==> src/rtl/framebuffer_reader_if.sv <==
// Signal bundle tying the framebuffer scan-out reader to its RAM read port,
// the frame-start control and the downstream pixel consumer.
interface framebuffer_reader_if #(
  parameter int ADDR_W = 17,
  parameter int DATA_W = 8
);
  logic              start;
  logic [ADDR_W-1:0] ram_addr;
  logic              ram_ren;
  logic [DATA_W-1:0] ram_rdata;
  logic [DATA_W-1:0] pix_data;
  logic              pix_valid;
  logic              pix_ready;
  logic              pix_sof;
  logic              pix_eol;
  logic              busy;
  logic              frame_done;
  logic [1:0]        dbg_state;

  // Pixel handshake: a beat transfers on a rising edge where pix_valid && pix_ready.
  // While pix_valid && !pix_ready, pix_data/pix_sof/pix_eol stay frozen and
  // pix_valid stays high; pix_valid never depends combinationally on pix_ready.
  modport master (
    input  start, ram_rdata, pix_ready,
    output ram_addr, ram_ren, pix_data, pix_valid, pix_sof, pix_eol,
           busy, frame_done, dbg_state
  );

  modport slave (
    output start, ram_rdata, pix_ready,
    input  ram_addr, ram_ren, pix_data, pix_valid, pix_sof, pix_eol,
           busy, frame_done, dbg_state
  );
endinterface

==> src/rtl/framebuffer_reader.sv <==
// Raster-order scan-out of a WIDTHxHEIGHT framebuffer: sequential RAM reads
// feed a 2-entry FIFO that streams tagged pixels over valid/ready.
module framebuffer_reader #(
  parameter int WIDTH  = 320,
  parameter int HEIGHT = 240,
  parameter int ADDR_W = 17,
  parameter int DATA_W = 8
) (
  input logic                  clk,
  input logic                  reset,
  framebuffer_reader_if.master bus
);
  localparam int NPIX = WIDTH * HEIGHT;
  localparam int XW   = (WIDTH  > 1) ? $clog2(WIDTH)  : 1;
  localparam int YW   = (HEIGHT > 1) ? $clog2(HEIGHT) : 1;
  localparam logic [ADDR_W-1:0] LAST_ADDR = ADDR_W'(NPIX - 1);
  localparam logic [XW-1:0]     LAST_X    = XW'(WIDTH - 1);
  localparam logic [YW-1:0]     LAST_Y    = YW'(HEIGHT - 1);

  typedef enum logic [1:0] {
    S_IDLE  = 2'd0,
    S_FETCH = 2'd1,
    S_DRAIN = 2'd2
  } state_t;

  state_t            r_state;
  state_t            w_state_nxt;
  logic [ADDR_W-1:0] r_addr;
  logic [XW-1:0]     r_x;
  logic [YW-1:0]     r_y;
  logic              r_pend;
  logic              r_pend_sof;
  logic              r_pend_eol;
  logic [DATA_W-1:0] r_fifo_data [2];
  logic              r_fifo_sof  [2];
  logic              r_fifo_eol  [2];
  logic              r_wptr;
  logic              r_rptr;
  logic [1:0]        r_count;
  logic              r_frame_done;

  logic              w_start_ok;
  logic              w_pop;
  logic [2:0]        w_credit;
  logic              w_issue;
  logic              w_last_issue;
  logic              w_last_pop;

  assign w_start_ok   = (r_state == S_IDLE) && bus.start && !r_frame_done;
  assign w_pop        = (r_count != 2'd0) && bus.pix_ready;
  // Entries that will occupy the FIFO after this edge if nothing new is issued.
  assign w_credit     = {1'b0, r_count} + {2'b00, r_pend} - {2'b00, w_pop};
  assign w_issue      = (r_state == S_FETCH) && (w_credit < 3'd2);
  assign w_last_issue = w_issue && (r_addr == LAST_ADDR);
  assign w_last_pop   = (r_state == S_DRAIN) && w_pop && (r_count == 2'd1) && !r_pend;

  always_ff @(posedge clk or posedge reset) begin
    if (reset) r_state <= S_IDLE;
    else       r_state <= w_state_nxt;
  end

  always_comb begin
    w_state_nxt = r_state;
    case (r_state)
      S_IDLE:  if (w_start_ok)   w_state_nxt = S_FETCH;
      S_FETCH: if (w_last_issue) w_state_nxt = S_DRAIN;
      S_DRAIN: if (w_last_pop)   w_state_nxt = S_IDLE;
      default:                   w_state_nxt = S_IDLE;
    endcase
  end

  always_ff @(posedge clk or posedge reset) begin
    if (reset) begin
      r_addr <= '0;
      r_x    <= '0;
      r_y    <= '0;
    end else if (w_start_ok || w_last_issue) begin
      r_addr <= '0;
      r_x    <= '0;
      r_y    <= '0;
    end else if (w_issue) begin
      r_addr <= r_addr + 1'b1;
      if (r_x == LAST_X) begin
        r_x <= '0;
        r_y <= (r_y == LAST_Y) ? '0 : r_y + 1'b1;
      end else begin
        r_x <= r_x + 1'b1;
      end
    end
  end

  // Tags ride alongside the read so they land in the FIFO with their pixel.
  always_ff @(posedge clk or posedge reset) begin
    if (reset) begin
      r_pend       <= 1'b0;
      r_pend_sof   <= 1'b0;
      r_pend_eol   <= 1'b0;
      r_wptr       <= 1'b0;
      r_rptr       <= 1'b0;
      r_count      <= 2'd0;
      r_frame_done <= 1'b0;
      for (int i = 0; i < 2; i++) begin
        r_fifo_data[i] <= '0;
        r_fifo_sof[i]  <= 1'b0;
        r_fifo_eol[i]  <= 1'b0;
      end
    end else begin
      r_pend <= w_issue;
      if (w_issue) begin
        r_pend_sof <= (r_addr == '0);
        r_pend_eol <= (r_x == LAST_X);
      end
      if (r_pend) begin
        r_fifo_data[r_wptr] <= bus.ram_rdata;
        r_fifo_sof[r_wptr]  <= r_pend_sof;
        r_fifo_eol[r_wptr]  <= r_pend_eol;
        r_wptr              <= ~r_wptr;
      end
      if (w_pop) r_rptr <= ~r_rptr;
      r_count      <= r_count + {1'b0, r_pend} - {1'b0, w_pop};
      r_frame_done <= w_last_pop;
    end
  end

  assign bus.ram_addr   = r_addr;
  assign bus.ram_ren    = w_issue;
  assign bus.pix_valid  = (r_count != 2'd0);
  assign bus.pix_data   = r_fifo_data[r_rptr];
  assign bus.pix_sof    = (r_count != 2'd0) && r_fifo_sof[r_rptr];
  assign bus.pix_eol    = (r_count != 2'd0) && r_fifo_eol[r_rptr];
  assign bus.busy       = (r_state != S_IDLE);
  assign bus.frame_done = r_frame_done;
  assign bus.dbg_state  = r_state;
endmodule
==> src/flat_wrapper.sv <==
// flat-port wrapper written by rule: the top's interface ports become plain ports
module framebuffer_reader_flat 
#(
  parameter int WIDTH  = 320,
  parameter int HEIGHT = 240,
  parameter int ADDR_W = 17,
  parameter int DATA_W = 8
)
  (clk, reset, bus_start, bus_ram_rdata, bus_pix_ready, bus_ram_addr, bus_ram_ren, bus_pix_data, bus_pix_valid, bus_pix_sof, bus_pix_eol, bus_busy, bus_frame_done, bus_dbg_state);
  framebuffer_reader_if #(.ADDR_W(ADDR_W), .DATA_W(DATA_W)) bus_i ();
  input logic clk;
  input logic reset;
  input wire logic [$bits(bus_i.start)-1:0] bus_start;
  input wire logic [$bits(bus_i.ram_rdata)-1:0] bus_ram_rdata;
  input wire logic [$bits(bus_i.pix_ready)-1:0] bus_pix_ready;
  output wire logic [$bits(bus_i.ram_addr)-1:0] bus_ram_addr;
  output wire logic [$bits(bus_i.ram_ren)-1:0] bus_ram_ren;
  output wire logic [$bits(bus_i.pix_data)-1:0] bus_pix_data;
  output wire logic [$bits(bus_i.pix_valid)-1:0] bus_pix_valid;
  output wire logic [$bits(bus_i.pix_sof)-1:0] bus_pix_sof;
  output wire logic [$bits(bus_i.pix_eol)-1:0] bus_pix_eol;
  output wire logic [$bits(bus_i.busy)-1:0] bus_busy;
  output wire logic [$bits(bus_i.frame_done)-1:0] bus_frame_done;
  output wire logic [$bits(bus_i.dbg_state)-1:0] bus_dbg_state;
  assign bus_i.start = bus_start;
  assign bus_i.ram_rdata = bus_ram_rdata;
  assign bus_i.pix_ready = bus_pix_ready;
  assign bus_ram_addr = bus_i.ram_addr;
  assign bus_ram_ren = bus_i.ram_ren;
  assign bus_pix_data = bus_i.pix_data;
  assign bus_pix_valid = bus_i.pix_valid;
  assign bus_pix_sof = bus_i.pix_sof;
  assign bus_pix_eol = bus_i.pix_eol;
  assign bus_busy = bus_i.busy;
  assign bus_frame_done = bus_i.frame_done;
  assign bus_dbg_state = bus_i.dbg_state;
  framebuffer_reader #(.WIDTH(WIDTH), .HEIGHT(HEIGHT), .ADDR_W(ADDR_W), .DATA_W(DATA_W)) u_core (.clk(clk), .reset(reset), .bus(bus_i));
endmodule
==> config.mk <==
export PLATFORM = sky130hd
export DESIGN_NAME = framebuffer_reader_flat
export DESIGN_NICKNAME = d
export VERILOG_FILES = /design/src/rtl/framebuffer_reader_if.sv /design/src/rtl/framebuffer_reader.sv /design/src/flat_wrapper.sv
export SDC_FILE = /design/constraint.sdc
export NUM_CORES = 1
export LEC_CHECK = 0
export ABC_AREA = 1
export CORE_MARGIN = 5
export CORE_UTILIZATION = 54
export CTS_CLUSTER_SIZE = 30
export DETAILED_ROUTE_END_ITERATION = 10
export HOLD_SLACK_MARGIN = 0.02
export PLACE_DENSITY = 0.9
export SYNTH_ARGS = -nofsm -noshare
export SYNTH_HDL_FRONTEND = slang
export SYNTH_SLANG_ARGS = --single-unit
==> constraint.sdc <==
create_clock -name clk -period 3.8 [get_ports clk]
set_clock_uncertainty 0.2 [all_clocks]
set_input_delay 0.57 -clock clk [delete_from_list [all_inputs] [get_ports clk]]
set_output_delay 0.57 -clock clk [all_outputs]
set_load 0.1 [all_outputs]
==> metrics <==
outcome completed; first-pass GRT wire length 11,600 um; Final Max Slew Viols 0; logic gate share of total power 0.601; crit path launch type primary input; wirelength, routed 6520 um; Die W 84.2 um; drt pass-1 iters 4; Max Root-Sink Buffers 2; H-tree depth 2; R2R Setup Slk 720 ps; number of synthesized flops with an enable pin 0; WS Path Type in -> out; Critical Path Start bus_pix_ready; Post-Synth Simple-Gate Area 0.333; grt ovf 0; Max transition margin 0.344; Flop pwr share 0.291; worst-path cell chain clkdlybuf4s50_1 > inv_1 > nor2_1 > ha_1 > inv_1 > ha_1 > fa_1 > inv_1 > nand3_1 > nor2_4 > buf_12; largest net degree at the start of global routing 36; row cnt 27; Top FF cell, synth dfrtp_1; post-route cell area 3550 um2; Synth Instances 388; switching share of power 0.568; top cell type's share of synthesized area 0.472; Reg-to-Reg Start u_core.r_count[1]; worst skew pair latency 320 ps; commonest cells in the netlist nand2_1, dfrtp_1, nor2_1, inv_1, nand3_1; root buffer cell clkbuf_8; hold-fix buffer count after cts 0; max_cap viols 0; Peak VDD IR 0.684 mV; Crit path largest cell delay 480 ps; setup TNS 0 ps; Final Wtd Congestion 0.919; Slowest cell on crit path clkdlybuf4s50_1; Clock Power Share 0.108; Psw 1.82 mW; Final min period 3630 ps; Pint 1.39 mW; actual slew at the worst max-slew pin 981 ps; Net count, final 451; Hold Path Class reg -> reg; Via Count 2,618; layout cells sized above 1 0.0945; Final Hold Fails 0; Mapped Area 2970 um2; fmax 0.275 GHz; Post-Layout Cell Count 506; ANT nets after route 0; PortBufs 44; P_leak 1.75 nW; Via density 5.17; post-synth cell types 26; Reg clk slew, reported paths 100 ps; placed standard-cell area 3460 um2; Final setup viols 0; Remaining DRCs 0; largest family of logic cells by synthesized area simple AND/OR/NAND/NOR gates; starting density of the core 0.546; Critical Path End Type output port; unrepaired setup endpoints after global routing false; proportion of synthesized area in mux cells 0; top cells by area, synth dfrtp_1, nand2_1, nand3_1, nor2_1, inv_1; I/O pin cnt 45; CP Data Required Time 3030 ps; asr flop ratio synth 1.00; drt first-iter violations 145; Global Route Usage Sum 0.197; CP Max Fanout 8; count leader, synth nand2_1; Warnings, synthesis 0; Net Count, Synth 406; total die area 7090 um2; Die H 84.2 um; worst hold start u_core.r_pend; total CTS buffers 5; R2R cell count 15; post-layout util 0.654; WP data arrival 2860 ps; Worst Setup EP bus_ram_ren; vias in the first global route 2,515; RR Endpoint u_core.r_x[6]; most used cell, CP inv_1; Avg Cell Area, Syn 7.66 um2; Pwr Density 902 nW/um2; Layout area overhead 19.6%; Yosys reg bits 56; Final HPWL DP 4710 um; initial antenna violation count 0; Placed Instances 498; Synth Area in XOR/XNOR 0.0413; post-synthesis compound-gate area fraction 0.0480; Adder-Cell Fraction of Synth Area 0.0278; clock sinks 56; Synth area leader dfrtp_1; Antenna Cells 0; WL per Instance 12.9 um; Final period util 0.956; CTS tree built; total core area 5440 um2; post-synthesis sequential area ratio 0.472
[cell usage in the layout, fill, tap and decap left out, types with 2 or more instances in the layout]
cell type and count:
nand2_1 113, dfrtp_1 56, nor2_1 46, inv_1 43, nand3_1 37, clkdlybuf4s50_1 33
o21ai_0 23, buf_4 14, xor2_1 9, nor3_1 8, nand2_2 8, nand4_1 7
xnor2_1 5, ha_1 5, clkbuf_8 5, a21oi_1 4, nor2_4 3, nor2_2 3
inv_2 2, inv_6 2
[per-stage QoR]
stage / hold slack, ps / setup slack [ps] / total power, mW
2_1_floorplan: 244 / 657 / 2.42
3_3_place_gp: 267 / 209 / 2.82
3_5_place_dp: 270 / 165 / 2.87
4_1_cts: 296 / 155 / 3.21
5_1_grt: 308 / 4.64 / 3.42
6_report: 291 / 166 / 3.21
[critical path: cells and delay by family]
family / cells / cell delay (ps)
buffers and inverters: 5 / 880
adders and majority gates: 3 / 840
and+or+nand+nor: 3 / 580
[per-layer routing]
layer  wire (um)  up-vias  part of all wire  track usage
met2        3170       67              0.49        0.326
li1            -     1298                 -            -
met1        2950     1247              0.45        0.267
met5           0        -                 0            0
met4          51        0            0.0078       0.0409
met3         346        6             0.053       0.0422
[final cells by class]
class | instances | area (um2)
multi-input combinational | 276 | 1340
sequential | 56 | 1400
fill | 442 | 1880
clock buffer | 5 | 68.8
inverter | 46 | 173
timing repair buffer | 48 | 455
clock inverter | 3 | 25.0
tap | 72 | 90.1
[worst min-delay path by stage]
stage / endpoint / slack (ps) / depth (start not counted)
floorplan: u_core.bus.frame_done / 240 / 1
global placement: u_core.r_fifo_data[10] / 270 / 2
detailed placement: u_core.r_pend_sof / 270 / 2
CTS: u_core.bus.frame_done / 300 / 1
global route: u_core.bus.frame_done / 310 / 1
finish: u_core.bus.frame_done / 290 / 1
[kinds of logic after synthesis]
kind of cell,count (synthesis)
AO/OA/AOI/OAI,28
XOR/XNOR,14
adder cells (fa/ha/maj),6
buffers and inverters,56
flip-flops,56
AND/OR/NAND/NOR,228
[sequential cells by signal (all words and copies together), names as in the netlist]
signal	cells
u_core.bus.dbg_state	2
u_core.bus.frame_done	1
u_core.bus.ram_addr	17
u_core.r_count	2
u_core.r_fifo_data	16
u_core.r_fifo_eol	2
u_core.r_fifo_sof	2
u_core.r_pend	1
u_core.r_pend_eol	1
u_core.r_pend_sof	1
u_core.r_rptr	1
u_core.r_wptr	1
u_core.r_x	9
[power by group through the flow]
stage,clock network (mW),logic (mW),registers (mW)
2_1_floorplan,0,1.36,1.06
3_3_place_gp,0,1.88,0.930
3_5_place_dp,0,1.93,0.940
4_1_cts,0.352,1.93,0.928
5_1_grt,0.381,2.07,0.960
6_report,0.348,1.93,0.933
[what timing repair did]
item                       in CTS  in global routing
buffers inserted                0                  0
setup endpoints to repair       0                  1
gates resized for setup         0                  1
Note: power is estimated with default switching activity, not from simulation.
